`src/rtl/imem_loader_pkg.sv`:
```
// rtl/imem_loader_pkg.sv - shared types and widths for the instruction-memory loader
package imem_loader_pkg;

  localparam int WORD_W = 32;
  localparam int BYTE_W = 8;

  typedef enum logic [2:0] {
    HDR_LO,
    HDR_HI,
    DATA,
    FINISH,
    DONE,
    ERROR
  } state_t;

endpackage

```
`src/rtl/imem_loader_word_assembler.sv`:
```
// rtl/imem_loader_word_assembler.sv - little-endian byte-to-word packer with a held output word
module imem_loader_word_assembler
  import imem_loader_pkg::*;
(
  input  logic              i_clk,
  input  logic              i_reset,
  input  logic              i_valid,
  input  logic [BYTE_W-1:0] i_byte,
  output logic              o_lane_last,
  output logic              o_word_valid,
  output logic [WORD_W-1:0] o_word
);

  logic [1:0]        r_idx;
  logic [23:0]       r_lanes;
  logic              r_word_valid;
  logic [WORD_W-1:0] r_word;

  // Lanes 0-2 collect the next word while r_word still presents the previous one.
  always_ff @(posedge i_clk) begin
    if (i_reset) begin
      r_idx        <= 2'd0;
      r_lanes      <= 24'd0;
      r_word_valid <= 1'b0;
      r_word       <= '0;
    end else begin
      r_word_valid <= 1'b0;
      if (i_valid) begin
        r_idx <= r_idx + 2'd1;
        case (r_idx)
          2'd0:    r_lanes[7:0]   <= i_byte;
          2'd1:    r_lanes[15:8]  <= i_byte;
          2'd2:    r_lanes[23:16] <= i_byte;
          default: begin
            r_word       <= {i_byte, r_lanes};
            r_word_valid <= 1'b1;
          end
        endcase
      end
    end
  end

  assign o_lane_last  = (r_idx == 2'd3);
  assign o_word_valid = r_word_valid;
  assign o_word       = r_word;

endmodule

```
`src/rtl/imem_loader.sv`:
```
// rtl/imem_loader.sv - streams a length-prefixed program into instruction memory, holding the CPU in reset
module imem_loader
  import imem_loader_pkg::*;
#(
  parameter int ADDR_WIDTH     = 5,
  parameter int TIMEOUT_CYCLES = 1000
) (
  input  logic                  clk,
  input  logic                  reset,
  input  logic [BYTE_W-1:0]     rx_data,
  input  logic                  rx_valid,
  output logic                  rx_ready,
  output logic                  imem_we,
  output logic [ADDR_WIDTH-1:0] imem_addr,
  output logic [WORD_W-1:0]     imem_wdata,
  output logic                  cpu_reset,
  output logic                  load_done,
  output logic                  load_error,
  output logic [ADDR_WIDTH:0]   words_loaded
);

  localparam int          TO_W     = $clog2(TIMEOUT_CYCLES + 1);
  localparam logic [16:0] CAPACITY = 17'(2 ** ADDR_WIDTH);

  state_t                r_state;
  state_t                w_next;
  logic [15:0]           r_n;
  logic [ADDR_WIDTH:0]   r_words;
  logic [ADDR_WIDTH-1:0] r_addr;
  logic [TO_W-1:0]       r_idle;

  logic        w_accept;
  logic        w_loading;
  logic        w_lane_last;
  logic        w_word_done;
  logic        w_last_word;
  logic        w_timeout;
  logic [15:0] w_n_full;

  assign rx_ready    = (r_state == HDR_LO) || (r_state == HDR_HI) || (r_state == DATA);
  assign w_accept    = rx_valid && rx_ready;
  assign w_loading   = (r_state == HDR_HI) || (r_state == DATA);
  assign w_word_done = w_accept && (r_state == DATA) && w_lane_last;
  assign w_last_word = (17'(r_words) + 17'd1) == 17'(r_n);
  assign w_n_full    = {rx_data, r_n[7:0]};
  // Acceptance always beats the idle limit.
  assign w_timeout   = w_loading && !w_accept && (r_idle == TO_W'(TIMEOUT_CYCLES - 1));

  imem_loader_word_assembler u_asm (
    .i_clk        (clk),
    .i_reset      (reset),
    .i_valid      (w_accept && (r_state == DATA)),
    .i_byte       (rx_data),
    .o_lane_last  (w_lane_last),
    .o_word_valid (imem_we),
    .o_word       (imem_wdata)
  );

  always_ff @(posedge clk) begin
    if (reset) begin
      r_state <= HDR_LO;
      r_n     <= 16'd0;
      r_words <= '0;
      r_addr  <= '0;
      r_idle  <= '0;
    end else begin
      r_state <= w_next;
      if (w_accept && (r_state == HDR_LO)) r_n[7:0]  <= rx_data;
      if (w_accept && (r_state == HDR_HI)) r_n[15:8] <= rx_data;
      // Address is latched with the pre-increment count so it lines up with the write pulse.
      if (w_word_done) begin
        r_addr  <= r_words[ADDR_WIDTH-1:0];
        r_words <= r_words + 1'b1;
      end
      if (w_accept || !w_loading) r_idle <= '0;
      else                        r_idle <= r_idle + 1'b1;
    end
  end

  always_comb begin
    w_next = r_state;
    case (r_state)
      HDR_LO: if (w_accept) w_next = HDR_HI;
      HDR_HI: begin
        if (w_accept) begin
          if (w_n_full == 16'd0)              w_next = DONE;
          else if (17'(w_n_full) > CAPACITY)  w_next = ERROR;
          else                                w_next = DATA;
        end else if (w_timeout) begin
          w_next = ERROR;
        end
      end
      DATA: begin
        if (w_word_done && w_last_word) w_next = FINISH;
        else if (w_timeout)             w_next = ERROR;
      end
      FINISH:  w_next = DONE;
      default: w_next = r_state;
    endcase
  end

  assign imem_addr    = r_addr;
  assign words_loaded = r_words;
  assign cpu_reset    = (r_state != DONE);
  assign load_done    = (r_state == DONE);
  assign load_error   = (r_state == ERROR);

endmodule

```
`config.mk`:
```
export PLATFORM = sky130hd
export DESIGN_NAME = imem_loader
export DESIGN_NICKNAME = d
export VERILOG_FILES = /design/src/rtl/imem_loader_pkg.sv /design/src/rtl/imem_loader_word_assembler.sv /design/src/rtl/imem_loader.sv
export SDC_FILE = /design/constraint.sdc
export NUM_CORES = 1
export LEC_CHECK = 0
export ABC_AREA = 1
export CAP_MARGIN = 5
export CORE_ASPECT_RATIO = 1.5
export CORE_MARGIN = 1.5
export CORE_UTILIZATION = 60
export CTS_BUF_LIST = sky130_fd_sc_hd__clkbuf_8
export CTS_CLUSTER_DIAMETER = 100
export CTS_CLUSTER_SIZE = 10
export DETAILED_ROUTE_END_ITERATION = 6
export PLACE_DENSITY = 0.87
export SYNTH_ARGS = -nofsm -noshare
export SYNTH_HDL_FRONTEND = slang
export SYNTH_SLANG_ARGS = --single-unit
```
`constraint.sdc`:
```
create_clock -name clk -period 3.85 [get_ports clk]
set_clock_uncertainty 0.2 [all_clocks]
set_input_delay 0.77 -clock clk [delete_from_list [all_inputs] [get_ports clk]]
set_output_delay 0.77 -clock clk [all_outputs]
set_load 0.01 [all_outputs]
```
Word-level counts from Yosys, hierarchy flattened --
Index checks and enable logic that the tools add are counted. Widths: inputs -> output; s select.
Word-level totals: register bits 99, bits in latches 0, memory bits (writable) 0, memory bits (read-only) 0, output and inout bits 48, logic and storage cells 65, memories 0
Operators by class: add/subtract/negate cells 4, multiply operators 0, divide/modulo/power cells 0, order comparisons 1, equal/unequal tests 12, shifts and indexed selects 0, mux-type cells 8, bitwise operators 2, reductions and logical operators 26
Operators with widths (number):
- $mux 3 | 6
- $eq 7x16->1 | 1
- $gt 16x6->1 const B | 1
- $logic_not 16->1 | 1
- $pmux 3 s4 | 1
- $add 10x1->10 const B | 1
- $eq 10x10->1 const B | 1
- $reduce_and 2->1 | 5
- $logic_and 1x1->1 | 8
- $add 6x1->7 const B | 1
- $add 6x1->6 const B | 1
- $eq 3x2->1 const B | 2
- $eq 3x3->1 const B | 2
- $eq 2x2->1 const B | 2
- $logic_or 1x1->1 | 4
- $reduce_bool 4->1 | 1
- $reduce_or 2->1 | 2
- $eq 3x1->1 const B | 1
- $logic_not 3->1 | 1
- $ne 3x3->1 const B | 1
- $reduce_or 3->1 | 1
- $add 2x1->2 const B | 1
- $eq 2x1->1 const B | 1
- $logic_not 1->1 | 2
- 4 further kinds | 5

Logic depth before layout (Yosys ltp) --
word-level depth 10, mapped depth 13, depth with buffers taken out 12

Hierarchy --
A second synthesis with hierarchy kept.
Unflattened totals: cells, all modules 662, area total of the unflattened synthesis 4372.9 µm²
By module, submodules not included:
- imem_loader_word_assembler | times used 1, cells an instance 374, area an instance 2436.1 µm²
- imem_loader | times used 1, cells an instance 288, area an instance 1936.9 µm²

Worst setup path after synthesis --
Ideal clock, no wire load.
path type register to output, start register r_state[1], end output port cpu_reset, arrival time 926 ps, data required time 2880 ps, slack 1954 ps, stages on the path, launching flop included 6, buffers on the path 1, cells stage by stage dfxtp_1 -> buf_4 -> nor2_1 -> inv_1 -> nor2_1 -> inv_1
On the way: word-level cells in the longest chain between the ends 1
RTL lines:
- from (decl) | RTL line imem_loader.sv:25 | state_t r_state;
- from (signal assigned) | RTL line imem_loader.sv:67 | r_state <= w_next;
- $ne 3x3->1 | RTL line imem_loader.sv:104 | assign cpu_reset = (r_state != DONE);
- to (decl) | RTL line imem_loader.sv:16 | output logic cpu_reset,
No other way between the ends.

Worst setup path after layout --
start register r_state[1], end output port load_done
On the way: word-level cells in the longest chain between the ends 1
RTL lines:
- $eq 3x3->1 | RTL line imem_loader.sv:105 | assign load_done = (r_state == DONE);
- to (decl) | RTL line imem_loader.sv:17 | output logic load_done,
No other way between the ends.

==> out/summary.txt <==
status - complete, but fails checks
violated checks - DRC
CP dominant cell by count - nor2_1
RSZ-0062 raised after global routing - no
DRC viols - 3
PnR worst setup slack - 1116 ps
Cell Rows - 36
Slew @ Worst Pin - 747.9 ps
Ys Warns - 0
max incr delay on CP - 560 ps
Async S/R FF share, synth - 0
synth unique cells - 30
Pre-antenna DRT Iters - 7
Min-Delay Endpoint - r_idle[0]
clk_lat worst skew - 370 ps
commonest non-fill, non-tap cell in the layout - nand2_1
Cell Chain, Critical Path - nor2_1 -> inv_1 -> nor2_1 -> clkdlybuf4s50_1
die area - 0.007390 mm2
H-tree depth - 3
dpl hpwl - 6448 um
CP startpoint kind - flop
DP Worst Slack - 910.4 ps
GPL Wtd Cong - 0.8723
post-synth top area share - 0.4806
drt total wl - 9415 um
vias in the first global route - 3496
reg-to-reg endpoint - u_asm.o_word[13]
Setup violations, final - 0
VDD IR max - 348.8 uV
Final ANT Viol Nets - 0
Most used DFF post-synth - dfxtp_1
Port Buf Inserts - 58
worst-path fanout max - 8
Syn-to-layout area delta - 19.14%
internal reg-to-reg setup slack - 1560 ps
grt total ovfl - 0
Min-Delay Startpoint - r_idle[0]
syn_area_per_cell - 7.457 um2
die width - 70.69 um
TritonCTS sink count - 99
flop and latch count out of synthesis - 99
fmax - 365.8 MHz
register area share after synthesis - 0.4806
share of cells above drive strength 1 - 0.06167
initial DRC count - 220
via count - 3795
Cell Count, Final, Fillers Out - 676
Root Driver - clkbuf_8
post-synthesis cell area - 0.004124 mm2
largest cells by area after synthesis - dfxtp_1, a21oi_1, nand2_1, nand3_1, nor2_1
synthesized instance count - 553
crit-path leading delay family - buffers and inverters
routed len/inst - 13.93 um
first-pass GRT wire length - 15520 um
EDFF count, synth - 0
WP buf/inv - 2
CTS tree - yes
hold_buf cts - 0
leak pwr - 1.777 nW
number of CTS-inserted buffers - 9
most frequent cells in the layout - nand2_1, dfxtp_1, a21oi_1, nand3_1, nor2_1
Crit Path Category - flop to output port
Worst EP arrival - 1760 ps
period utilization - 0.7102
Synth area leader - dfxtp_1
max_cap viols - 0
R2R Path Start - u_asm.r_idx[0]
critical path required time - 2880 ps
Final min period - 2734 ps
Final Max Slew Viols - 0
slowest CP cell - clkdlybuf4s50_1
# placed instances - 660
Reg2Reg Depth - 5
Synth Net Count - 571
initial antenna violation count - 0
clock buffer depth - 2
Critical Path End Type - output port
TNS Setup - 0 ps
Fillers - 489
diode count - 0
WHS Path Cells - 1
final hold vios - 0
CTS resizes - 0
# IOs - 59
Final nets - 613
PD cells - 403.8 mW/mm2
Starting Density - 0.6271
core area - 0.006576 mm2
hold crit path type - flop to flop
total global-route track usage - 0.2592
Die Ht - 104.5 um
largest net degree at the start of global routing - 60
post-CTS setup repair buffer count - 0
Reg clk slew, reported paths - 90 ps
headroom to the max-slew limit - 0.5008
vias per cell - 5.614
## synthesized netlist by cell type, types with 3 or more instances
master / number
buf_2: 10
nor2_1: 60
inv_2: 6
o21ai_0: 30
nand3_1: 74
ha_1: 7
nor2_2: 3
dfxtp_1: 99
nand2_2: 5
inv_1: 33
nor3b_1: 3
nand4_1: 6
nor3_1: 4
nand2_1: 100
a21oi_1: 79
clkbuf_1: 15
## through the flow
| stage | util | hold slack, ps | total power, mW | instance area [um2] |
|---|---|---|---|---|
| floorplan | - | 217.5 | 1.170 | 4124 |
| global placement | 0.7106 | 227.8 | 1.213 | 4673 |
| detailed placement | 0.7106 | 249.1 | 1.219 | 4673 |
| CTS | 0.7471 | 268.2 | 1.995 | 4913 |
| global route | 0.7471 | 285.9 | 2.047 | 4913 |
| finish | 0.7471 | 266.6 | 1.984 | 4913 |
## kinds of logic (layout without fill, tap and decap cells)
group	after synthesis	in the layout	share of synthesized area
xor gates and xnor gates	2	2	0.004248
DFF	99	99	0.4806
and+or+nand+nor	260	260	0.2794
adders and majority gates	7	7	0.02124
AOI/OAI and AO/OA	116	116	0.1441
buffers and inverters	69	116	0.07039
## worst max path at each step
stage | start | to | slack [ps] | depth (start not counted)
6_report | r_state[1] | load_done | 1120 | 4
5_1_grt | r_state[1] | load_done | 980 | 4
4_1_cts | r_state[1] | load_done | 1120 | 4
3_5_place_dp | rx_valid | u_asm.r_lanes[6] | 910 | 7
3_3_place_gp | rx_valid | u_asm.r_lanes[6] | 990 | 7
2_1_floorplan | r_state[1] | cpu_reset | 1950 | 5
## per-layer routing
layer	GRT usage	vias up	routed length, um
li1	-	1912	-
met1	0.2907	1734	3773
met2	0.4553	131	4920
met3	0.06075	18	501
met4	0.1186	0	219
met5	0	-	0
## sequential cells by signal, summed over array words and instances (netlist names)
signal,count
r_idle,10
u_asm.o_word_valid,1
u_asm.r_lanes,24
words_loaded,6
u_asm.r_idx,2
imem_addr,5
r_n,16
u_asm.o_word,32
r_state,3
## power by group
group	total, mW	switching, mW	internal [mW]
Sequential	1.06	0.0159	1.04
Combinational	0.137	0.0914	0.0457
Clock	0.787	0.357	0.430
## layout make-up
cell class	count	area [um2]	area share
clock buffers	9	123.9	0.02521
clock inverters	7	116.4	0.02368
inverters	39	146.4	0.02979
multi-input cells	385	1852	0.3769
flip-flops and latches	99	1982	0.4034
well taps	76	95.09	0.01935
repair buffers	61	598.1	0.1217
(Power assumes the default switching activity.)
